<file path="config.mk">
export PLATFORM = sky130hd
export DESIGN_NAME = mc_ctrl
export DESIGN_NICKNAME = d
export VERILOG_FILES = /design/src/rtl/mc_pkg.sv /design/src/rtl/mc_decode.sv /design/src/rtl/mc_ctrl.sv
export SDC_FILE = /design/constraint.sdc
export NUM_CORES = 1
export LEC_CHECK = 0
export ABC_AREA = 1
export ABC_CLOCK_PERIOD_IN_PS = 1300
export BUFFER_PORTS_ARGS = -buffer_cell sky130_fd_sc_hd__buf_2
export CORE_UTILIZATION = 47
export CTS_CLUSTER_SIZE = 14
export DETAILED_ROUTE_END_ITERATION = 6
export HOLD_SLACK_MARGIN = 0.12
export PLACE_DENSITY = 0.77
export SLEW_MARGIN = 0
export SYNTH_ARGS = -nofsm -noshare
export SYNTH_HDL_FRONTEND = slang
export SYNTH_SLANG_ARGS = --single-unit
</file>
<file path="constraint.sdc">
create_clock -name clk -period 1.3 [get_ports clk]
set_input_delay 0.065 -clock clk [delete_from_list [all_inputs] [get_ports clk]]
set_output_delay 0.065 -clock clk [all_outputs]
set_load 0.1 [all_outputs]
</file>
<file path="src/rtl/mc_pkg.sv">
`default_nettype none
// ============================================================================
// mc_pkg : shared encodings for the multicycle controller
// Revision: 1.0
// ============================================================================
package mc_pkg;

  typedef enum logic [3:0] {
    S_FETCH    = 4'd0,
    S_DECODE   = 4'd1,
    S_EXEC     = 4'd2,
    S_ALU_WB   = 4'd3,
    S_MEM_ADDR = 4'd4,
    S_MEM_RD   = 4'd5,
    S_MEM_WB   = 4'd6,
    S_MEM_WR   = 4'd7,
    S_BRANCH   = 4'd8,
    S_JUMP     = 4'd9,
    S_ERROR    = 4'd10
  } state_e;

  typedef enum logic [3:0] {
    CL_NONE = 4'd0,
    CL_ADDU = 4'd1,
    CL_SUBU = 4'd2,
    CL_ORI  = 4'd3,
    CL_LUI  = 4'd4,
    CL_LW   = 4'd5,
    CL_SW   = 4'd6,
    CL_BEQ  = 4'd7,
    CL_JAL  = 4'd8,
    CL_JR   = 4'd9,
    CL_NOP  = 4'd10
  } iclass_e;

  localparam logic [2:0] ALU_NONE = 3'd0;
  localparam logic [2:0] ALU_ADD  = 3'd1;
  localparam logic [2:0] ALU_SUB  = 3'd2;
  localparam logic [2:0] ALU_OR   = 3'd3;
  localparam logic [2:0] ALU_LUI  = 3'd4;

  localparam logic [1:0] NPC_PC4    = 2'd0;
  localparam logic [1:0] NPC_BRANCH = 2'd1;
  localparam logic [1:0] NPC_J26    = 2'd2;
  localparam logic [1:0] NPC_REG    = 2'd3;

  localparam logic [1:0] WD_ALU = 2'd0;
  localparam logic [1:0] WD_MEM = 2'd1;
  localparam logic [1:0] WD_PC  = 2'd2;

  localparam logic [1:0] RD_RD  = 2'd0;
  localparam logic [1:0] RD_RT  = 2'd1;
  localparam logic [1:0] RD_R31 = 2'd2;

  localparam logic [5:0] OP_RTYPE = 6'h00;
  localparam logic [5:0] OP_JAL   = 6'h03;
  localparam logic [5:0] OP_BEQ   = 6'h04;
  localparam logic [5:0] OP_ORI   = 6'h0D;
  localparam logic [5:0] OP_LUI   = 6'h0F;
  localparam logic [5:0] OP_LW    = 6'h23;
  localparam logic [5:0] OP_SW    = 6'h2B;

  localparam logic [5:0] FN_NOP  = 6'h00;
  localparam logic [5:0] FN_JR   = 6'h08;
  localparam logic [5:0] FN_ADDU = 6'h21;
  localparam logic [5:0] FN_SUBU = 6'h23;

  function automatic logic is_i_type(input iclass_e c);
    return (c == CL_ORI) || (c == CL_LUI);
  endfunction

endpackage
`default_nettype wire

</file>
<file path="src/rtl/mc_decode.sv">
`default_nettype none
// ============================================================================
// mc_decode : combinational opcode/funct -> instruction class classifier
// Revision: 1.0
// ============================================================================
module mc_decode
  import mc_pkg::*;
(
  input  logic [5:0] opcode,
  input  logic [5:0] funct,
  output iclass_e    cls,
  output logic       illegal
);

  always_comb begin
    cls     = CL_NONE;
    illegal = 1'b0;
    case (opcode)
      OP_RTYPE: begin
        case (funct)
          FN_NOP:  cls = CL_NOP;
          FN_ADDU: cls = CL_ADDU;
          FN_SUBU: cls = CL_SUBU;
          FN_JR:   cls = CL_JR;
          default: illegal = 1'b1;
        endcase
      end
      OP_ORI:  cls = CL_ORI;
      OP_LUI:  cls = CL_LUI;
      OP_LW:   cls = CL_LW;
      OP_SW:   cls = CL_SW;
      OP_BEQ:  cls = CL_BEQ;
      OP_JAL:  cls = CL_JAL;
      default: illegal = 1'b1;
    endcase
  end

endmodule
`default_nettype wire

</file>
<file path="src/rtl/mc_ctrl.sv">
`default_nettype none
// ============================================================================
// mc_ctrl : multicycle MIPS-subset control FSM with memory wait watchdog
// Revision: 1.0
// ============================================================================
module mc_ctrl
  import mc_pkg::*;
#(
  parameter int unsigned MAX_WAIT = 15
) (
  input  logic       clk,
  input  logic       reset,
  input  logic [5:0] opcode,
  input  logic [5:0] funct,
  input  logic       zero,
  input  logic       mem_ready,
  output logic       pc_we,
  output logic       ir_we,
  output logic       reg_we,
  output logic       mem_req,
  output logic       mem_we,
  output logic       alu_src_b,
  output logic       ext_sign,
  output logic [1:0] reg_dst,
  output logic [1:0] wd_sel,
  output logic [1:0] npc_sel,
  output logic [2:0] alu_op,
  output logic       retire,
  output logic       err,
  output logic [3:0] state
);

  localparam int CW = (MAX_WAIT < 1) ? 1 : $clog2(MAX_WAIT + 1);

  state_e        state_q, state_d;
  iclass_e       class_q, class_d;
  logic [CW-1:0] wait_q, wait_d;
  logic          retire_q, retire_d;

  iclass_e dec_cls;
  logic    dec_illegal;
  logic    timeout;

  mc_decode u_decode (
    .opcode  (opcode),
    .funct   (funct),
    .cls     (dec_cls),
    .illegal (dec_illegal)
  );

  assign timeout = (wait_q == CW'(MAX_WAIT));

  always_comb begin
    state_d = state_q;
    class_d = class_q;
    wait_d  = '0;
    case (state_q)
      S_FETCH: begin
        if (mem_ready)    state_d = S_DECODE;
        else if (timeout) state_d = S_ERROR;
        else              wait_d  = wait_q + CW'(1);
      end
      S_DECODE: begin
        class_d = dec_cls;
        if (dec_illegal) begin
          state_d = S_ERROR;
        end else begin
          case (dec_cls)
            CL_ADDU, CL_SUBU, CL_ORI, CL_LUI: state_d = S_EXEC;
            CL_LW, CL_SW:                     state_d = S_MEM_ADDR;
            CL_BEQ:                           state_d = S_BRANCH;
            CL_JAL, CL_JR:                    state_d = S_JUMP;
            CL_NOP:                           state_d = S_FETCH;
            default:                          state_d = S_ERROR;
          endcase
        end
      end
      S_EXEC:     state_d = S_ALU_WB;
      S_ALU_WB:   state_d = S_FETCH;
      S_MEM_ADDR: state_d = (class_q == CL_LW) ? S_MEM_RD : S_MEM_WR;
      S_MEM_RD: begin
        if (mem_ready)    state_d = S_MEM_WB;
        else if (timeout) state_d = S_ERROR;
        else              wait_d  = wait_q + CW'(1);
      end
      S_MEM_WB: state_d = S_FETCH;
      S_MEM_WR: begin
        if (mem_ready)    state_d = S_FETCH;
        else if (timeout) state_d = S_ERROR;
        else              wait_d  = wait_q + CW'(1);
      end
      S_BRANCH: state_d = S_FETCH;
      S_JUMP:   state_d = S_FETCH;
      S_ERROR:  state_d = S_ERROR;
      default:  state_d = S_ERROR;
    endcase
    // FETCH->FETCH is a stall and ERROR only leaves through reset.
    retire_d = (state_d == S_FETCH) && (state_q != S_FETCH) && (state_q != S_ERROR);
  end

  always_ff @(posedge clk or negedge reset) begin
    if (!reset) begin
      state_q  <= S_FETCH;
      class_q  <= CL_NONE;
      wait_q   <= '0;
      retire_q <= 1'b0;
    end else begin
      state_q  <= state_d;
      class_q  <= class_d;
      wait_q   <= wait_d;
      retire_q <= retire_d;
    end
  end

  // Everything is gated by reset so an in-flight strobe drops the moment reset asserts.
  always_comb begin
    pc_we     = 1'b0;
    ir_we     = 1'b0;
    reg_we    = 1'b0;
    mem_req   = 1'b0;
    mem_we    = 1'b0;
    alu_src_b = 1'b0;
    ext_sign  = 1'b0;
    reg_dst   = RD_RD;
    wd_sel    = WD_ALU;
    npc_sel   = NPC_PC4;
    alu_op    = ALU_NONE;
    err       = 1'b0;
    retire    = 1'b0;
    if (reset) begin
      retire = retire_q;
      case (state_q)
        S_FETCH: begin
          mem_req = 1'b1;
          ir_we   = mem_ready;
          pc_we   = mem_ready;
        end
        S_EXEC: begin
          case (class_q)
            CL_ADDU: alu_op = ALU_ADD;
            CL_SUBU: alu_op = ALU_SUB;
            CL_ORI:  begin alu_op = ALU_OR;  alu_src_b = 1'b1; end
            CL_LUI:  begin alu_op = ALU_LUI; alu_src_b = 1'b1; end
            default: alu_op = ALU_NONE;
          endcase
        end
        S_ALU_WB: begin
          reg_we  = 1'b1;
          wd_sel  = WD_ALU;
          reg_dst = is_i_type(class_q) ? RD_RT : RD_RD;
        end
        S_MEM_ADDR: begin
          alu_op    = ALU_ADD;
          alu_src_b = 1'b1;
          ext_sign  = 1'b1;
        end
        S_MEM_RD: mem_req = 1'b1;
        S_MEM_WB: begin
          reg_we  = 1'b1;
          reg_dst = RD_RT;
          wd_sel  = WD_MEM;
        end
        S_MEM_WR: begin
          mem_req = 1'b1;
          mem_we  = 1'b1;
        end
        S_BRANCH: begin
          alu_op  = ALU_SUB;
          npc_sel = NPC_BRANCH;
          pc_we   = zero;
        end
        S_JUMP: begin
          pc_we = 1'b1;
          if (class_q == CL_JAL) begin
            npc_sel = NPC_J26;
            reg_we  = 1'b1;
            reg_dst = RD_R31;
            wd_sel  = WD_PC;
          end else begin
            npc_sel = NPC_REG;
          end
        end
        S_ERROR: err = 1'b1;
        default: err = 1'b0;
      endcase
    end
  end

  assign state = state_q;

endmodule
`default_nettype wire

</file>
==> impl_metrics.tcl, run 1 <==
set metrics [dict create \
    root_buffer "clkbuf_4" \
    syn_area_um2 1290 \
    failed_stage "4_1_cts" \
    die_h_um 54.5 \
    yosys.area.top_type "dfrtp_1" \
    ys_types 31 \
    tool.error "[ERROR DPL-0038] Utilization greater than 100%, impossible to legalize" \
    hold_buffers 1 \
    syn_nets 222 \
    postCtsSetupBuffers 8 \
    syn_area_per_cell_um2 6.40 \
    h-tree-depth 1 \
    synthCells 202 \
    cts_buffers 3 \
    port_buffers 37 \
    dp_cells 326 \
    gp_congestion 0.972 \
    synth-edff-count 0 \
    synth-warning-count 0 \
    io_pins 38 \
    ys_dominant_reg_cell "dfrtp_1" \
    die-width_um 54.5 \
    dp.final_hpwl_mm 5.65 \
    place_area_um2 2470 \
    rows 18 \
    status "aborted with a tool error" \
    ys_ff_latch 13 \
    cts_sinks 13 \
    synth_area_leaders "dfrtp_1 25%, nor2_1 10%, nand2_1 7.8%" \
    yosysTopAreaCellShare_pct 25.1 \
    cts_resized 67 \
    start_util_pct 50.8 \
    async_reset_ff_share_pct 100 \
    clk_path_buf_depth 2 \
    seq_area_frac_synth_pct 25.1 \
]
metrics by stage:
step	worst slack, ns	utilization [%]	hold slack [ns]
after floorplan	-0.928	-	-0.231
after global placement	-0.260	97.1	0.0478
after detailed placement	-0.509	97.1	0.0912
cells in the mapped netlist (2+ instances only):
cell type / number
a21oi_1: 9
dfrtp_1: 13
ha_1: 4
inv_1: 23
inv_2: 14
nand2_1: 27
nand2_2: 7
nand3_1: 17
nand3_2: 4
nand4_1: 5
nor2_1: 35
nor2_2: 9
nor3_1: 6
nor4_1: 2
o21ai_0: 5
o21ai_1: 3
o21ai_2: 4
o41ai_1: 2
cells by family after synthesis:
group / Yosys count / share of synthesized area, %
AOI/OAI and AO/OA: 29 / 14.8
xor gates and xnor gates: 2 / 1.35
adders and majority gates: 4 / 3.87
buffers and inverters: 39 / 11.4
DFF: 13 / 25.1
and+or+nand+nor: 115 / 43.4
==> inputs of run 2 (changes only) <==
--- a/config.mk
+++ b/config.mk
@@ -6,13 +6,12 @@
 export NUM_CORES = 1
 export LEC_CHECK = 0
 export ABC_AREA = 1
-export ABC_CLOCK_PERIOD_IN_PS = 1300
+export ABC_CLOCK_PERIOD_IN_PS = 1700
 export BUFFER_PORTS_ARGS = -buffer_cell sky130_fd_sc_hd__buf_2
-export CORE_UTILIZATION = 47
-export CTS_CLUSTER_SIZE = 14
+export CORE_AREA = 2 2 63 65
 export DETAILED_ROUTE_END_ITERATION = 6
-export HOLD_SLACK_MARGIN = 0.12
-export PLACE_DENSITY = 0.77
+export DIE_AREA = 0 0 65 67
+export PLACE_DENSITY_LB_ADDON = 0.15
 export SLEW_MARGIN = 0
 export SYNTH_ARGS = -nofsm -noshare
 export SYNTH_HDL_FRONTEND = slang
==> constraint.sdc (replaced) <==
create_clock -name clk -period 1.7 [get_ports clk]
set_input_delay 0.085 -clock clk [delete_from_list [all_inputs] [get_ports clk]]
set_output_delay 0.085 -clock clk [all_outputs]
set_load 0.1 [all_outputs]
==> run 2 against run 1 <==
The flow now finishes, with violations (negative setup slack). Synthesized area unchanged. Synthesized cell count unchanged.
==> impl_metrics.tcl, run 2 <==
set metrics [dict create \
    grt_start_max_net_pins 14 \
    synth-simple-area-share_pct 43.4 \
    synthCells 202 \
    worstPathRequired_ns 1.62 \
    drt_iter0_drc 61 \
    drc 0 \
    skew_ns 0.00545 \
    async_reset_ff_share_pct 100 \
    seqCellArea_um2 344 \
    ys_dominant_reg_cell "dfrtp_1" \
    r2r-start "state[0]" \
    drt-total-wl_mm 3.81 \
    clk_path_buf_depth 2 \
    multiInputGateArea_um2 1150 \
    antenna_found_initial 0 \
    synth-edff-count 0 \
    wl_per_cell_um 12.1 \
    first_pass_iters 4 \
    min-delay-path-class "in2reg" \
    synth-warning-count 0 \
    fmax_ghz 0.559 \
    rows 22 \
    synthMuxAreaShare_pct 0 \
    dp.final_hpwl_mm 2.77 \
    crit_start "state[0]" \
    powerDensity_nw_per_um2 1260 \
    min_period_ns 1.79 \
    tightest_slew_ns 0.882 \
    io_pins 38 \
    path_max_fanout 5 \
    syn_area_per_cell_um2 6.40 \
    syn_nets 222 \
    antenna_left 0 \
    synth-compound-area-share_pct 14.8 \
    synth_xor_xnor_area_share_pct 1.35 \
    yosys.area.top_type "dfrtp_1" \
    viasPerCell 4.92 \
    setup_viol 8 \
    ir_drop_v 0.000475 \
    synthAdderAreaFrac_pct 3.87 \
    syn_to_final_growth_pct 85.6 \
    die_area_um2 4360 \
    h-tree-depth 1 \
    gp_congestion 0.913 \
    num_vias 1549 \
    final_nets 288 \
    maxCapViolCount 0 \
    grt_pass1_vias 1461 \
    antenna_cells 0 \
    drv_slew 0 \
    cp-end-kind "output port" \
    root_buffer "clkbuf_8" \
    final_common_cell "buf_4" \
    final.setup.worst_slack_ns -0.0890 \
    yosysMostFrequentCell "nor2_1" \
    clk_latency_ns 0.25 \
    clk_pin_slew_worst_paths_ns 0.06 \
    hp-start "mem_ready" \
    num-fill-cells 287 \
    failed_checks "negative setup slack" \
    worstPathArrival_ns 1.70 \
    drive_above_1_share_pct 56.9 \
    seq_area_frac_synth_pct 25.1 \
    total_power_mw 3.01 \
    status "finished, violations left" \
    grt_overflow 0 \
    grt_usage_pct 17.7 \
    hold_viol 0 \
    ys_ff_latch 13 \
    synthTopCellsByCount "35 x nor2_1, 27 x nand2_1, 23 x inv_1, 17 x nand3_1, 14 x inv_2" \
    p_leak_nw 1.08 \
    path_class "reg2out" \
    finalCritPeriodShare_pct 105 \
    cts_buffers 3 \
    ys_types 31 \
    port_buffers 37 \
    final_cell_mix "23 x buf_4, 22 x nand2_1, 21 x inv_1" \
    grt_pass1_wl_mm 5.98 \
    core_um2 3610 \
    cts_tree "done" \
    syn_area_um2 1290 \
    maxSlewHeadroom_pct 41.1 \
    yosysTopAreaCellShare_pct 25.1 \
    die_h_um 67 \
    setup_tns_ns -0.347 \
    synth_top_family_by_area "simple AND/OR/NAND/NOR gates" \
    cts_sinks 13 \
    start_util_pct 35.9 \
    die-width_um 65 \
    rsz0062_at_grt "yes" \
    synth_area_leaders "dfrtp_1 25%, nor2_1 10%, nand2_1 7.8%" \
    crit_path_start_kind "flip-flop" \
]
run 2: area by class of cell:
class	instances	share of cell area, %
inverter	37	6.62
clock inverter	1	0.208
multi-input combinational	150	47.7
timing repair buffer	63	26.9
sequential	13	14.3
tap	48	2.50
clock buffer	3	1.72
run 2: worst max-delay path, stage by stage, from the launching register on:
cell     delay (ns)
dfrtp_4        0.50
inv_6          0.09
nand2_8        0.07
nor2_4         0.16
nand2_4        0.07
o41ai_4        0.34
buf_12         0.22
run 2: through the flow:
step	util [%]	instances	hold WS, ns	setup WS, ns	area, um^2
floorplan	-	202	-0.211	-0.548	1510
global placement	57.4	294	0.0616	0.0770	2070
detailed placement	57.4	294	0.0631	0.0631	2070
CTS	61.3	307	0.0839	-0.0855	2210
global route	66.6	315	0.131	-0.156	2400
finish	66.6	315	0.124	-0.0890	2400
run 2: metal layers:
layer  up-vias  GRT usage (%)  share of wire, %
li1        791              -                 -
met1       704           19.5                40
met2        42           33.9                54
met3        12           1.86               3.2
met4         0           7.98               3.2
met5         -              0                 0
run 2: where the power goes:
part,internal [mW],switching (mW)
Clock,0.162,0.112
Combinational,0.773,1.42
Sequential,0.412,0.134
Total,1.35,1.67
run 2: cells by family after synthesis:
group	after synthesis
and+or+nand+nor	115
buffers and inverters	39
AOI/OAI and AO/OA	29
DFF	13
adders and majority gates	4
xor gates and xnor gates	2
run 2: worst paths after layout:
path / slack [ns] / cells past startpoint / end
setup / recovery: -0.09 / 6 / alu_op[1]
min in group asynchronous: 0.54 / 3 / wait_q[3]
hold reg to reg: 0.46 / 1 / wait_q[0]
setup reg to reg: 0.02 / 12 / retire_q
max in group asynchronous: 0.74 / 3 / state[0]
hold / removal: 0.12 / 2 / wait_q[2]
run 2: timing repair:
| action | in CTS | in global routing |
|---|---|---|
| hold endpoints to repair | 13 | 0 |
| endpoints found under the setup margin | 9 | 13 |
| gates cloned | 0 | 0 |
| pin swaps | 3 | 9 |
| hold buffers | 1 | 0 |
| resized for setup | 5 | 32 |
| setup buffers | 8 | 8 |
Power figures use the tool's default switching activity.
==> inputs of run 3 (changes only) <==
--- a/config.mk
+++ b/config.mk
@@ -8,10 +8,10 @@
 export ABC_AREA = 1
 export ABC_CLOCK_PERIOD_IN_PS = 1700
 export BUFFER_PORTS_ARGS = -buffer_cell sky130_fd_sc_hd__buf_2
-export CORE_AREA = 2 2 63 65
+export CORE_AREA = 5 5 66 68
 export DETAILED_ROUTE_END_ITERATION = 6
-export DIE_AREA = 0 0 65 67
-export PLACE_DENSITY_LB_ADDON = 0.15
+export DIE_AREA = 0 0 71 73
+export PLACE_DENSITY = 0.57
 export SLEW_MARGIN = 0
 export SYNTH_ARGS = -nofsm -noshare
 export SYNTH_HDL_FRONTEND = slang
==> run 3 against run 2 <==
The run still ends with negative setup slack left. Via count down 3.4%. Global-route usage down 3.3 points. Critical path depth is the same. Total power shrank 5.7%. Cell area is 4.0% lower.
==> impl_metrics.tcl, run 3 (synthesis gave the netlist of run 2 again) <==
set metrics [dict create \
    holdPathEnd "wait_q[2]" \
    worstPathArrival_ns 1.68 \
    ff2ff_path_depth 8 \
    setup_tns_ns -0.231 \
    power_switching_mw 1.61 \
    cp-end-kind "output port" \
    path_class "reg2out" \
    min-delay-path-class "in2reg" \
    p_seq_share_pct 19.6 \
    first_pass_iters 4 \
    netSwitchingFraction_pct 56.8 \
    failed_checks "negative setup slack" \
    path_max_fanout 5 \
    antenna_cells 0 \
    drv_slew 0 \
    min_period_ns 1.76 \
    r2r-start "state[1]" \
    io_pins 38 \
    hp-start "mem_ready" \
    holdWs_ns 0.0931 \
    cts_buffers 3 \
    grt_usage_pct 14.4 \
    rows 23 \
    drt-total-wl_mm 3.64 \
    final_cell_mix "23 x nand2_1, 21 x nor2_1, 21 x inv_1" \
    num-fill-cells 335 \
    dp_cells 295 \
    r2r_slack_ns 0.06 \
    syn_to_final_growth_pct 78.2 \
    die_h_um 73 \
    h-tree-depth 1 \
    p_leak_nw 1.02 \
    utilization_pct 60.7 \
    cts_sinks 13 \
    pwr-share-clk_pct 9.7 \
    antenna_found_initial 0 \
    finalCritPeriodShare_pct 104 \
    crit_path_start_kind "flip-flop" \
    grt_start_max_net_pins 18 \
    die_area_um2 5180 \
    drive_above_1_share_pct 53.9 \
    place_ws_ns 0.00582 \
    p_comb_share_pct 70.7 \
    final.setup.worst_slack_ns -0.0629 \
    core_um2 3800 \
    start_util_pct 34.1 \
    gp_congestion 0.880 \
    dp.final_hpwl_mm 2.95 \
    root_buffer "clkbuf_8" \
    tightest_slew_ns 0.744 \
    power.internal_mw 1.23 \
    final_nets 279 \
    fin_cells 308 \
    wl_per_cell_um 11.8 \
    fmax_ghz 0.567 \
    grt_overflow 0 \
    antenna_left 0 \
    viasPerCell 4.86 \
    clk_latency_ns 0.24 \
    rsz0062_at_grt "yes" \
    grt_pass1_wl_mm 6.07 \
    setup_viol 7 \
    clk_path_buf_depth 2 \
    hold_viol 0 \
    status "finished, violations left" \
    worstPathRequired_ns 1.62 \
    final_common_cell "nand2_1" \
    hold-path-cell-count 2 \
    clk_pin_slew_worst_paths_ns 0.06 \
    cts_tree "done" \
    maxSlewHeadroom_pct 50.4 \
    rr_endpoint "retire_q" \
    num_vias 1496 \
    ir_drop_v 0.000515 \
    port_buffers 37 \
    drt_iter0_drc 53 \
    die-width_um 71 \
    skew_ns 0.00568 \
    drc 0 \
    grt_pass1_vias 1440 \
    maxCapViolCount 0 \
    powerDensity_nw_per_um2 1230 \
]
## run 3: cell types whose count changed in the layout (fill, tap and decap cells not counted), moves of 2 or more
cell,change
inv_4,-2
nor3_2,+2
buf_4,-8
nand2_2,+2
nand2_4,-3
## run 3: power by group through the flow
stage	sequential [mW]	clock (mW)	combinational, mW
floorplan	0.734	0	1.07
global placement	0.519	0	1.71
detailed placement	0.519	0	1.72
CTS	0.510	0.281	1.86
global route	0.566	0.298	2.13
finish	0.557	0.277	2.01
## run 3: area by class of cell
class	instances	area (um^2)	area share, %
clock buffers	3	41.3	1.79
clock inverters	1	5.00	0.217
inverters	37	161	7.00
multi-input cells	150	1120	48.4
flip-flops and latches	13	343	14.9
well taps	50	62.6	2.71
repair buffers	54	577	25.0
## run 3: layer usage
metal	routed length [um]	part of all wire, %	GRT usage [%]
met1	1580	43	16.7
met2	1850	51	27.1
met3	180	4.9	1.79
met4	37	1.0	5.01
met5	0	0	0
## run 3: worst max-delay path by stage
stage / slack, ns / from / to
floorplan: -0.55 / state[0] / alu_op[1]
global placement: 0.03 / opcode[2] / retire_q
detailed placement: 0.006 / opcode[5] / retire_q
CTS: -0.03 / state[3] / reg_dst[0]
global route: -0.12 / state[3] / reg_dst[0]
finish: -0.06 / state[3] / reg_dst[0]
## run 3: critical path: stages (launching register included)
cell      delay (ns)
dfrtp_4         0.51
nor2_4          0.14
inv_2           0.09
nor2_2          0.15
inv_2           0.08
a211oi_4        0.24
buf_12          0.21
## run 3: stage by stage
stage               area, um^2  total power, mW
global placement          2060             2.23
finish                    2310             2.84
floorplan                 1510             1.81
CTS                       2210             2.65
global route              2310             2.99
detailed placement        2060             2.24
## run 3: what timing repair did
action                     in CTS  in global routing
pin swaps                       3                  1
gates cloned                    0                  0
gates resized for setup        10                 20
hold endpoints to repair       13                  0
hold buffers                    1                  0
setup buffers                   6                  2
setup endpoints to repair       9                 13
